## config.mk

```make
export PLATFORM = sky130hd
export DESIGN_NAME = uart_rx_fifo
export DESIGN_NICKNAME = d
export VERILOG_FILES = /design/src/rtl/uart_rx_fifo_pkg.sv /design/src/rtl/uart_fifo_mem.sv /design/src/rtl/uart_rx_fifo.sv
export SDC_FILE = /design/constraint.sdc
export NUM_CORES = 1
export LEC_CHECK = 0
export BUFFER_PORTS_ARGS = -buffer_cell sky130_fd_sc_hd__buf_2
export CORE_MARGIN = 2
export CORE_UTILIZATION = 25
export DETAILED_ROUTE_END_ITERATION = 10
export PLACE_DENSITY_LB_ADDON = 0.1
export SLEW_MARGIN = 5
export SYNTH_ARGS = -nofsm -noshare
export SYNTH_HDL_FRONTEND = slang
export SYNTH_SLANG_ARGS = --single-unit
```

## constraint.sdc

```tcl
create_clock -name clk -period 3.4 [get_ports clk]
set_input_delay 0.51 -clock clk [delete_from_list [all_inputs] [get_ports clk]]
set_output_delay 0.51 -clock clk [all_outputs]
set_load 0.05 [all_outputs]
```

## src/rtl/uart_rx_fifo_pkg.sv

```systemverilog
// Shared UART constants: byte width, receive FIFO geometry and almost-full threshold.
// Also holds the push/pop operation encoding used by the FIFO level tracking.
package uart_rx_fifo_pkg;

  localparam int UART_DATA_WIDTH      = 8;
  localparam int UART_FIFO_ADDR_WIDTH = 4;
  localparam int UART_FIFO_DEPTH      = 1 << UART_FIFO_ADDR_WIDTH;
  localparam int UART_FIFO_AF_LEVEL   = 12;

  typedef enum logic [1:0] {
    FIFO_IDLE     = 2'b00,
    FIFO_POP      = 2'b01,
    FIFO_PUSH     = 2'b10,
    FIFO_PUSH_POP = 2'b11
  } fifo_op_e;

  function automatic fifo_op_e fifo_op(input logic push, input logic pop);
    return fifo_op_e'({push, pop});
  endfunction

endpackage

```

## src/rtl/uart_fifo_mem.sv

```systemverilog
// FIFO storage: register array with a synchronous write port and an asynchronous read port.
module uart_fifo_mem
  import uart_rx_fifo_pkg::*;
#(
  parameter int DATA_WIDTH = UART_DATA_WIDTH,
  parameter int ADDR_WIDTH = UART_FIFO_ADDR_WIDTH
) (
  input  logic                  clk,
  input  logic                  we,
  input  logic [ADDR_WIDTH-1:0] waddr,
  input  logic [DATA_WIDTH-1:0] wdata,
  input  logic [ADDR_WIDTH-1:0] raddr,
  output logic [DATA_WIDTH-1:0] rdata
);

  logic [DATA_WIDTH-1:0] mem [2**ADDR_WIDTH];

  // Contents are deliberately not reset; the read side is gated by empty.
  always_ff @(posedge clk) begin
    if (we) mem[waddr] <= wdata;
  end

  assign rdata = mem[raddr];

endmodule

```

## src/rtl/uart_rx_fifo.sv

```systemverilog
// Receive byte buffer: rx_done rising-edge detect feeding a FWFT FIFO with
// occupancy level, empty/full/almost_full flags and a sticky overrun flag.
module uart_rx_fifo
  import uart_rx_fifo_pkg::*;
#(
  parameter int DATA_WIDTH = UART_DATA_WIDTH,
  parameter int ADDR_WIDTH = UART_FIFO_ADDR_WIDTH,
  parameter int AF_LEVEL   = UART_FIFO_AF_LEVEL
) (
  input  logic                  clk,
  input  logic                  reset,
  input  logic                  rx_done,
  input  logic [DATA_WIDTH-1:0] rx_dout,
  input  logic                  rd,
  input  logic                  clr_ovr,
  output logic [DATA_WIDTH-1:0] r_data,
  output logic                  empty,
  output logic                  full,
  output logic                  almost_full,
  output logic [ADDR_WIDTH:0]   level,
  output logic                  overrun
);

  localparam logic [ADDR_WIDTH:0] DEPTH_L = (ADDR_WIDTH+1)'(1 << ADDR_WIDTH);
  localparam logic [ADDR_WIDTH:0] AF_L    = (ADDR_WIDTH+1)'(AF_LEVEL);

  logic                  rx_done_d;
  logic                  wr_req;
  logic                  rd_eff;
  logic                  wr_acc;
  logic                  drop;
  logic [ADDR_WIDTH-1:0] wr_ptr;
  logic [ADDR_WIDTH-1:0] rd_ptr;

  assign empty       = (level == '0);
  assign full        = (level == DEPTH_L);
  assign almost_full = (level >= AF_L);

  assign wr_req = rx_done & ~rx_done_d;
  assign rd_eff = rd & ~empty;
  // A pop in the same cycle frees the slot, so a full FIFO still accepts the byte.
  assign wr_acc = wr_req & (~full | rd_eff);
  assign drop   = wr_req & full & ~rd;

  uart_fifo_mem #(
    .DATA_WIDTH (DATA_WIDTH),
    .ADDR_WIDTH (ADDR_WIDTH)
  ) u_mem (
    .clk   (clk),
    .we    (wr_acc),
    .waddr (wr_ptr),
    .wdata (rx_dout),
    .raddr (rd_ptr),
    .rdata (r_data)
  );

  // rx_done_d resets high so a receiver still showing a stale byte cannot write.
  always_ff @(posedge clk or posedge reset) begin
    if (reset) begin
      rx_done_d <= 1'b1;
      wr_ptr    <= '0;
      rd_ptr    <= '0;
      level     <= '0;
      overrun   <= 1'b0;
    end else begin
      rx_done_d <= rx_done;
      if (wr_acc) wr_ptr <= wr_ptr + 1'b1;
      if (rd_eff) rd_ptr <= rd_ptr + 1'b1;
      case (fifo_op(wr_acc, rd_eff))
        FIFO_PUSH: level <= level + 1'b1;
        FIFO_POP:  level <= level - 1'b1;
        default:   level <= level;
      endcase
      if (drop)         overrun <= 1'b1;
      else if (clr_ovr) overrun <= 1'b0;
    end
  end

endmodule
```

==> impl_metrics.json <==
{
  "async_flop_share_pct": 10.5,
  "synth-xor-area-share_pct": 1.46,
  "finalSetupTns_ns": 0,
  "dr.pass1.iters": 4,
  "syn_avg_cell_area_um2": 19.8,
  "synth_nets": 325,
  "ir_drop_mv": 0.357,
  "required_ns": 2.89,
  "fin_crit_ns": 3.04,
  "wire_per_inst_um": 20.3,
  "place_ws_ns": 0.451,
  "maxCapViolCount": 0,
  "die-area_um2": 25300,
  "drive_above_1_share_pct": 22.9,
  "holdWs_ns": 0.171,
  "maxSlewViolCount": 0,
  "track_usage_pct": 11.4,
  "powerDensity_nw_per_um2": 853,
  "drc_errors": 0,
  "max_freq_mhz": 329,
  "startpoint_type": "flop",
  "yosysMostFrequentCell": "edfxtp_1",
  "ctsHoldBuffers": 0,
  "gp_congestion": 0.758,
  "io_pins": 30,
  "grt-ovfl-total": 0,
  "worst_slew_pin_slew_ns": 0.810,
  "switching_power_mw": 2.12,
  "clock_skew_ns": 0.00888,
  "synth_common_cells": "edfxtp_1, mux4_1, and2_1, nand2_1, dfrtp_1",
  "antenna_found_initial": 0,
  "synthTopCellsByArea": "edfxtp_1, mux4_1, dfrtp_1",
  "power_mw": 6.07,
  "drtIter0Drc": 167,
  "post-synth-top-area-fraction_pct": 64.0,
  "seq_power_share_pct": 37.7,
  "yosys.area.top_type": "edfxtp_1",
  "leakage_nw": 2.44,
  "chipWidth_um": 159,
  "rsz0062_at_grt": "false",
  "cp_max_fo": 17,
  "synthAdderAreaFrac_pct": 2.00,
  "final_nets": 367,
  "initial_core_util_pct": 25.5,
  "synth_top_family_by_area": "multiplexers",
  "grt_max_degree": 36,
  "synth_edf_count": 128,
  "via_per_inst": 4.36,
  "ys_seq_elements": 143,
  "syn_inst": 303,
  "antenna_cells": 0,
  "grt_pass1_vias": 3188,
  "worst-setup-path-type": "reg2out",
  "synth_seq_area_share_pct": 70.2,
  "setup_viol": 0,
  "min_period_over_period_pct": 89.3,
  "postCtsResizedCells": 0,
  "cts_buffers": 17,
  "nFillCells": 2336,
  "dr_total_vias": 2955,
  "clock_sinks": 143,
  "post_cts_buffers": 0,
  "combPwrFrac_pct": 32.9,
  "hold_viol": 0,
  "hold_class": "in2async",
  "synth.distinct_cells": 39,
  "path_clk_slew_ns": 0.06,
  "hpwl_mm": 8.52,
  "internal_power_mw": 3.96,
  "cts_tree": "yes",
  "setup_slack_ns": 0.363,
  "wl_mm": 13.7,
  "slew-limit-headroom_pct": 46.0,
  "clk_path_buf_depth": 2,
  "port_buffers": 29,
  "cts_max_level": 4,
  "switching_share_pct": 34.9,
  "status": "completed",
  "grt_pass1_wl_mm": 20.6,
  "clockRootBuffer": "clkbuf_16",
  "coreArea_um2": 23500,
  "syn-cell-area_um2": 6010,
  "synthSimpleGateAreaFrac_pct": 4.85,
  "antenna_violating_nets_post_route": 0,
  "die_y_um": 159,
  "area_growth_pct": 18.5,
  "arrival_ns": 2.53,
  "setup.worst_path.end_class": "output port",
  "rows": 56,
  "muxShareOfSynthArea_pct": 16.9,
  "power_frac_clock_pct": 29.5,
  "yosysWarningCount": 0,
  "synth-compound-area-share_pct": 2.58,
  "worstSkewPairLatency_ns": 0.41,
  "synthFlopType": "edfxtp_1"
}
[logic make-up after synthesis]
group	count (synthesis)
muxes	40
xor gates and xnor gates	10
AOI/OAI and AO/OA	23
adders and majority gates	9
buffers and inverters	23
DFF	143
and+or+nand+nor	55
[cells in the final DEF, fill, tap and decap left out, drive strengths merged, types with 5 or more instances in the layout]
cell type and count:
clkbuf 19, xnor2 10, clkinvlp 5, buf 37
a21oi 6, o21ai 6, and2 16, nand2 16
nor2 8, mux4 40, dfrtp 14, edfxtp 128
ha 8, inv 12
[metrics by stage]
stage | cells | util [%] | instance area [um2]
6_report | 677 | 30.3 | 7120
3_3_place_gp | 645 | 27.8 | 6550
4_1_cts | 677 | 30.3 | 7120
2_1_floorplan | 303 | - | 6010
3_5_place_dp | 645 | 27.8 | 6550
5_1_grt | 677 | 30.3 | 7120
[path summary, 6_finish.rpt]
check	slack (ns)	startpoint	endpoint	cells after the start
max	0.36	rd_ptr[0]$_DFFE_PP0P_	r_data[6]	4
min	0.17	reset	level[1]$_DFFE_PP0P_	2
max reg2reg	0.42	level[1]$_DFFE_PP0P_	level[4]$_DFFE_PP0P_	9
min reg2reg	0.54	overrun$_DFFE_PP0P_	overrun$_DFFE_PP0P_	2
max in group asynchronous	2.78	reset	rd_ptr[0]$_DFFE_PP0P_	2
min in group clk	0.21	rx_done	rx_done_d$_DFF_PP1_	1
[final cells by class]
cell class / instances / area (um2) / share of cell area (%)
flip-flops and latches: 143 / 4220 / 59.3
multi-input cells: 137 / 1670 / 23.4
clock buffers: 19 / 433 / 6.08
well taps: 319 / 399 / 5.60
repair buffers: 37 / 230 / 3.23
clock inverters: 13 / 138 / 1.93
inverters: 9 / 33.8 / 0.474
[routing by layer]
metal | global-route usage, % | vias up | share of wire, %
li1 | - | 1329 | -
met1 | 14.8 | 1547 | 46
met2 | 18.6 | 62 | 49
met3 | 3.05 | 17 | 3.2
met4 | 4.01 | 0 | 1.6
met5 | 0 | - | 0
[critical path, cell delays in order, from the launching register on]
cell and delay [ns]:
dfrtp_2 0.55, buf_12 0.23, mux4_1 0.62, mux4_2 0.47, buf_2 0.23
[registers in the layout (all words and copies together), names as in the netlist]
register	cells
rx_done_d	1
wr_ptr	4
rd_ptr	4
level	5
overrun	1
u_mem.mem	128
[power by group through the flow]
| stage | combinational (mW) | clock, mW | sequential, mW |
|---|---|---|---|
| final | 2.00 | 1.79 | 2.29 |
| after global placement | 2.05 | 0 | 2.33 |
| after CTS | 2.05 | 1.84 | 2.30 |
| after detailed placement | 2.05 | 0 | 2.33 |
| after global routing | 2.15 | 1.91 | 2.32 |
| after floorplan | 1.54 | 0 | 2.29 |
Note: power is estimated with default switching activity, not from simulation.
